$ cat config.mk
export PLATFORM = sky130hd
export DESIGN_NAME = fetch_queue
export DESIGN_NICKNAME = d
export VERILOG_FILES = /design/src/rtl/fetch_pkg.sv /design/src/rtl/fetch_fifo.sv /design/src/rtl/fetch_queue.sv
export SDC_FILE = /design/constraint.sdc
export NUM_CORES = 1
export LEC_CHECK = 0
export ABC_CLOCK_PERIOD_IN_PS = 5400
export CORE_ASPECT_RATIO = 0.9
export CORE_UTILIZATION = 45
export DETAILED_ROUTE_END_ITERATION = 8
export PLACE_DENSITY = 0.67
export SLEW_MARGIN = 20
export SYNTH_ARGS = -nofsm -noshare
export SYNTH_HDL_FRONTEND = slang
export SYNTH_SLANG_ARGS = --single-unit
$ cat constraint.sdc
create_clock -name clk -period 5.4 [get_ports clk]
set_input_delay 1.08 -clock clk [delete_from_list [all_inputs] [get_ports clk]]
set_output_delay 1.08 -clock clk [all_outputs]
set_load 0.01 [all_outputs]
$ cat src/rtl/fetch_pkg.sv
// Shared types and constants for the instruction-fetch front end.
package fetch_pkg;

  localparam int          WORD_W  = 32;
  localparam logic [31:0] PC_STEP = 32'd4;

  typedef struct packed {
    logic [WORD_W-1:0] instr;
    logic [WORD_W-1:0] pc;
  } fetch_entry_t;

endpackage

$ cat src/rtl/fetch_fifo.sv
// In-order queue of fetched {instr, pc} entries; flush has priority over push/pop.
module fetch_fifo
  import fetch_pkg::*;
#(
  parameter int DEPTH = 4
) (
  input  logic                   clk,
  input  logic                   rst_n,
  input  logic                   i_flush,
  input  logic                   i_push,
  input  fetch_entry_t           i_data,
  input  logic                   i_pop,
  output fetch_entry_t           o_head,
  output logic [$clog2(DEPTH):0] o_count,
  output logic                   o_full,
  output logic                   o_empty
);

  localparam int AW    = $clog2(DEPTH);
  localparam int CNT_W = AW + 1;

  fetch_entry_t     r_mem [DEPTH];
  logic [AW-1:0]    r_wr_ptr;
  logic [AW-1:0]    r_rd_ptr;
  logic [CNT_W-1:0] r_count;
  logic             w_push;
  logic             w_pop;

  assign o_empty = (r_count == '0);
  assign o_full  = (r_count == CNT_W'(DEPTH));
  assign w_pop   = i_pop && !o_empty;
  assign w_push  = i_push && (!o_full || w_pop);

  always_ff @(posedge clk or negedge rst_n) begin
    if (!rst_n) begin
      r_wr_ptr <= '0;
      r_rd_ptr <= '0;
      r_count  <= '0;
      for (int i = 0; i < DEPTH; i++) r_mem[i] <= '0;
    end else if (i_flush) begin
      r_wr_ptr <= '0;
      r_rd_ptr <= '0;
      r_count  <= '0;
    end else begin
      if (w_push) begin
        r_mem[r_wr_ptr] <= i_data;
        r_wr_ptr        <= r_wr_ptr + 1'b1;
      end
      if (w_pop) r_rd_ptr <= r_rd_ptr + 1'b1;
      case ({w_push, w_pop})
        2'b10:   r_count <= r_count + 1'b1;
        2'b01:   r_count <= r_count - 1'b1;
        default: r_count <= r_count;
      endcase
    end
  end

  // Head is read straight from storage, so a write is visible the cycle after.
  assign o_head  = r_mem[r_rd_ptr];
  assign o_count = r_count;

endmodule

$ cat src/rtl/fetch_queue.sv
// Fetch front end: PC generation, memory credit/discard tracking, in-order queue.
// Optional FETCH_PERF_EN adds saturating stall and discard counters.
module fetch_queue
  import fetch_pkg::*;
#(
  parameter int          DEPTH           = 4,
  parameter logic [31:0] RESET_PC        = 32'h0000_0000,
  parameter int          MAX_OUTSTANDING = 4
) (
  input  logic                   clk,
  input  logic                   rst_n,
  output logic                   imem_req_valid,
  output logic [31:0]            imem_req_addr,
  input  logic                   imem_req_ready,
  input  logic                   imem_rsp_valid,
  input  logic [31:0]            imem_rsp_data,
  input  logic                   redirect_valid,
  input  logic [31:0]            redirect_pc,
  output logic                   inst_valid,
  output logic [31:0]            inst_data,
  output logic [31:0]            inst_pc,
  output logic [31:0]            inst_pc_plus4,
  input  logic                   inst_ready,
  output logic [$clog2(DEPTH):0] count
`ifdef FETCH_PERF_EN
  ,
  output logic [31:0]            perf_stall_cycles,
  output logic [31:0]            perf_discards
`endif
);

  localparam int CW = $clog2(DEPTH) + 1;
  localparam int SW = CW + 1;
  localparam int OW = $clog2(MAX_OUTSTANDING) + 1;

  logic          r_active;
  logic [31:0]   r_fetch_pc;
  logic [31:0]   r_rsp_pc;
  logic [OW-1:0] r_outstanding;
  logic [OW-1:0] r_discard;

  logic [CW-1:0] w_count;
  logic          w_full;
  logic          w_empty;
  fetch_entry_t  w_head;
  fetch_entry_t  w_push_entry;
  logic [SW-1:0] w_credit_used;
  logic          w_can_issue;
  logic          w_req_fire;
  logic          w_keep;
  logic          w_pop;
  logic [31:0]   w_redirect_pc;

  // Handshakes: a transfer happens on a cycle where valid and ready are both 1;
  // an offered request holds its address until accepted or superseded by a redirect.
  assign w_credit_used  = {1'b0, w_count} + SW'(r_outstanding);
  assign w_can_issue    = r_active && (w_credit_used < SW'(DEPTH)) &&
                          (r_outstanding < OW'(MAX_OUTSTANDING));
  assign imem_req_valid = w_can_issue && !redirect_valid;
  assign imem_req_addr  = r_fetch_pc;
  assign w_req_fire     = imem_req_valid && imem_req_ready;
  assign w_keep         = imem_rsp_valid && !redirect_valid && (r_discard == '0);
  assign w_pop          = inst_valid && inst_ready;
  assign w_redirect_pc  = redirect_pc & ~32'h3;
  assign w_push_entry   = '{instr: imem_rsp_data, pc: r_rsp_pc};

  fetch_fifo #(.DEPTH(DEPTH)) u_fifo (
    .clk     (clk),
    .rst_n   (rst_n),
    .i_flush (redirect_valid),
    .i_push  (w_keep),
    .i_data  (w_push_entry),
    .i_pop   (w_pop),
    .o_head  (w_head),
    .o_count (w_count),
    .o_full  (w_full),
    .o_empty (w_empty)
  );

  always_ff @(posedge clk or negedge rst_n) begin
    if (!rst_n) begin
      r_active      <= 1'b0;
      r_fetch_pc    <= RESET_PC;
      r_rsp_pc      <= RESET_PC;
      r_outstanding <= '0;
      r_discard     <= '0;
    end else begin
      r_active      <= 1'b1;
      r_outstanding <= r_outstanding + OW'(w_req_fire) - OW'(imem_rsp_valid);
      if (redirect_valid) begin
        // Everything still in flight after this cycle's response is stale.
        r_fetch_pc <= w_redirect_pc;
        r_rsp_pc   <= w_redirect_pc;
        r_discard  <= r_outstanding - OW'(imem_rsp_valid);
      end else begin
        if (w_req_fire) r_fetch_pc <= r_fetch_pc + PC_STEP;
        if (imem_rsp_valid) begin
          if (r_discard != '0) r_discard <= r_discard - 1'b1;
          else                 r_rsp_pc  <= r_rsp_pc + PC_STEP;
        end
      end
    end
  end

  assign inst_valid    = !w_empty;
  assign inst_data     = w_head.instr;
  assign inst_pc       = w_head.pc;
  assign inst_pc_plus4 = w_head.pc + PC_STEP;
  assign count         = w_count;

  a_no_overflow: assert property (@(posedge clk) disable iff (!rst_n) !(w_keep && w_full));

`ifdef FETCH_PERF_EN
  logic [31:0] r_stall_cycles;
  logic [31:0] r_discards;

  always_ff @(posedge clk or negedge rst_n) begin
    if (!rst_n) begin
      r_stall_cycles <= '0;
      r_discards     <= '0;
    end else begin
      if (!inst_valid && (r_stall_cycles != '1)) r_stall_cycles <= r_stall_cycles + 1'b1;
      if (imem_rsp_valid && !w_keep && (r_discards != '1)) r_discards <= r_discards + 1'b1;
    end
  end

  assign perf_stall_cycles = r_stall_cycles;
  assign perf_discards     = r_discards;
`endif

endmodule
==> flow_metrics.env <==
export IMPL_fin_nets=1445
export IMPL_path_clk_slew_ns=0.06
export IMPL_cp_end_kind="output port"
export IMPL_rsz0062_at_grt="no"
export IMPL_final_area_um2=19050
export IMPL_start_util=0.4575
export IMPL_antenna_found_initial=0
export IMPL_io_pins=203
export IMPL_synth_enable_flop_cells=0
export IMPL_overflow=0
export IMPL_power_density_nw_per_um2=461.7
export IMPL_synth_area_leaders="dfrtp_1 (52%), mux2_2 (17%), mux4_2 (9.0%)"
export IMPL_root_buffer="clkbuf_16"
export IMPL_grt_pass1_vias=10310
export IMPL_cts_sinks=322
export IMPL_grt_max_degree=128
export IMPL_yosys_top_cells_count="dfrtp_1 (322), mux2_2 (238), nand2_1 (80), mux4_2 (62), o21ai_0 (56)"
export IMPL_post_cts_setup_buffers=0
export IMPL_routabilityCongestion=0.8062
export IMPL_vias=10230
export IMPL_synth_top_area_cell="dfrtp_1"
export IMPL_clock_latency_ns=0.52
export IMPL_path_cells="buf_4 -> mux4_2 -> nand4_2 -> nor4b_4 -> nand2_1 -> xnor2_1 -> clkdlybuf4s50_1"
export IMPL_clock_skew_ns=0.01657
export IMPL_max_slew_margin_rel=0.3240
export IMPL_crit_type="reg -> out"
export IMPL_finish_utilization=0.5612
export IMPL_area_delta_synth_final_pct=22.67
export IMPL_grt_usage=0.2087
export IMPL_drtPass1Iterations=4
export IMPL_ys_ff_latch=322
export IMPL_core_um2=33950
export IMPL_synthSimpleGateAreaFrac=0.08579
export IMPL_synthCells=1181
export IMPL_drc=0
export IMPL_cts_tree="built"
export IMPL_die_y_um=178.3
export IMPL_max_cap_violations=0
export IMPL_routed_via_density=5.540
export IMPL_rows=64
export IMPL_synthXorXnorAreaFrac=0.03891
export IMPL_p_leak_nw=8.448
export IMPL_cts_resized=0
export IMPL_yosys_warnings=0
export IMPL_synth_top_family_by_area="multiplexers"
export IMPL_synth_fa_ha_area_frac=0.01466
export IMPL_fin_crit_ns=4.989
export IMPL_cp_slowest_stage_delay_ns=0.78
export IMPL_report_final_setup_viol=0
export IMPL_finalHoldViolCount=0
export IMPL_antenna_cells=0
export IMPL_syn_avg_cell_area_um2=13.15
export IMPL_routedWlPerCell_um=19.62
export IMPL_critPathSlowestCell="dfrtp_4"
export IMPL_place_hpwl_mm=23.81
export IMPL_synth_top_area_frac=0.5188
export IMPL_crit_path_start_kind="flop"
export IMPL_cts_made_buffers=37
export IMPL_status="finished clean"
export IMPL_layout_drive_gt1_share=0.2789
export IMPL_die_w_um=197.8
export IMPL_critPathArrivalTime_ns=3.91
export IMPL_ir_drop_uv=265.9
export IMPL_synth_compound_area_frac=0.04551
export IMPL_worst_pin_slew_ns=1.014
export IMPL_placed_area_um2=17860
export IMPL_async_reset_ff_frac=1.000
export IMPL_drt_iter0_markers=510
export IMPL_cts_hold_buf=0
export IMPL_min_path_type="reg -> reg"
export IMPL_finalCritPeriodShare=0.9240
export IMPL_syn_cell_area_um2=15530
export IMPL_routed_wirelength_mm=36.22
export IMPL_clockBufferDepth=3
export IMPL_portBuffers=194
export IMPL_htreeDepth=2
export IMPL_max_freq_mhz=200.4
export IMPL_dieArea_um2=35260
export IMPL_power_mw=8.797
export IMPL_synth_seq_area_share=0.5188
export IMPL_synth_mux_area_frac=0.2657
export IMPL_timing_setup_tns_ns=0
export IMPL_fin_ws_ns=0.4106
export IMPL_grt_pass1_wl_mm=57.37
export IMPL_crit_required_ns=4.32
export IMPL_path_max_fanout=27
export IMPL_synth_most_common_cell="dfrtp_1"
export IMPL_pre_cts_slack_ns=0.8785
export IMPL_drtAntennaViolNets=0
export IMPL_synth_main_ff_cell="dfrtp_1"
export IMPL_report_final_slew_viol_count=0
export IMPL_synth_distinct_cells=58
-- registers in the layout (all words and copies together), names as in the netlist --
register,flops
r_rsp_pc,30
u_fifo.r_wr_ptr,2
u_fifo.o_count,3
u_fifo.r_mem,248
r_active,1
imem_req_addr,30
r_discard,3
r_outstanding,3
u_fifo.r_rd_ptr,2
-- stage by stage --
step | cells | hold slack (ns)
floorplan | 1186 | 0.4446
global placement | 1780 | 0.4564
detailed placement | 1780 | 0.4651
CTS | 1845 | 0.4778
global route | 1846 | 0.4894
finish | 1846 | 0.4747
-- layout by cell type, fill, tap and decap left out, drive strengths merged, types with 8 or more instances in the layout --
cell           netlist  final
clkbuf              45     57
nand3               45     45
clkdlybuf4s50        0    192
nor3                14     14
nand4               19     19
a31oi                8      8
o311ai              13     13
o21ai               56     56
xor2                22     22
dfrtp              322    322
nor2                30     30
and3                19     19
nand2               80     80
mux4                62     62
buf                 33     19
ha                  15     15
nor4                16     16
inv                 26     27
mux2               238    238
xnor2               47     47
-- kinds of logic after synthesis --
logic type,after synthesis
buffers and inverters,104
other,2
AOI/OAI and AO/OA,112
muxes,305
DFF,322
xor gates and xnor gates,69
adders and majority gates,17
and+or+nand+nor,250
-- layer usage --
metal  share of wire  vias to the layer above  GRT usage  wire length, um
li1                -                     4659          -                -
met1            0.48                     5287     0.3086            17310
met2            0.46                      236     0.3241            16600
met3           0.046                       44    0.03214             1672
met4           0.018                        0    0.04748              634
met5               0                        -          0                0
-- path summary, 6_finish.rpt --
| check | start | to | slack (ns) | cells past startpoint |
|---|---|---|---|---|
| min | u_fifo.r_mem[86] | u_fifo.r_mem[86] | 0.47 | 2 |
| max in group asynchronous | rst_n | imem_req_addr[20] | 3.68 | 3 |
| max reg2reg | u_fifo.o_count[1] | r_outstanding[2] | 2.09 | 10 |
| min reg2reg | u_fifo.r_mem[86] | u_fifo.r_mem[86] | 0.47 | 2 |
| max | u_fifo.r_rd_ptr[0] | inst_pc_plus4[30] | 0.41 | 7 |
| min in group asynchronous | rst_n | u_fifo.r_mem[150] | 0.49 | 1 |
-- worst max-delay path: cells and delay by family, from the launching register on --
family	cells	cell delay (ns)
buffers and inverters	2	1.02
and+or+nand+nor	3	1.02
DFF	1	0.78
muxes	1	0.37
xor gates and xnor gates	1	0.20
-- where the power goes --
part	leakage [nW]	total [mW]	switching [mW]	internal (mW)
sequential	4.25	3.25	0.368	2.88
combinational	3.63	3.15	1.34	1.81
clock	0.574	2.40	0.958	1.44
total	8.45	8.80	2.67	6.13
-- cell type report --
cell class              instances  area (um^2)
inverters                      26        97.59
multi-input cells             760         7034
well taps                     462        578.1
repair buffers                211         2115
fillers                      2830        14900
clock buffers                  57         1094
clock inverters                 8        72.57
flip-flops and latches        322         8063
(Power assumes the default switching activity.)
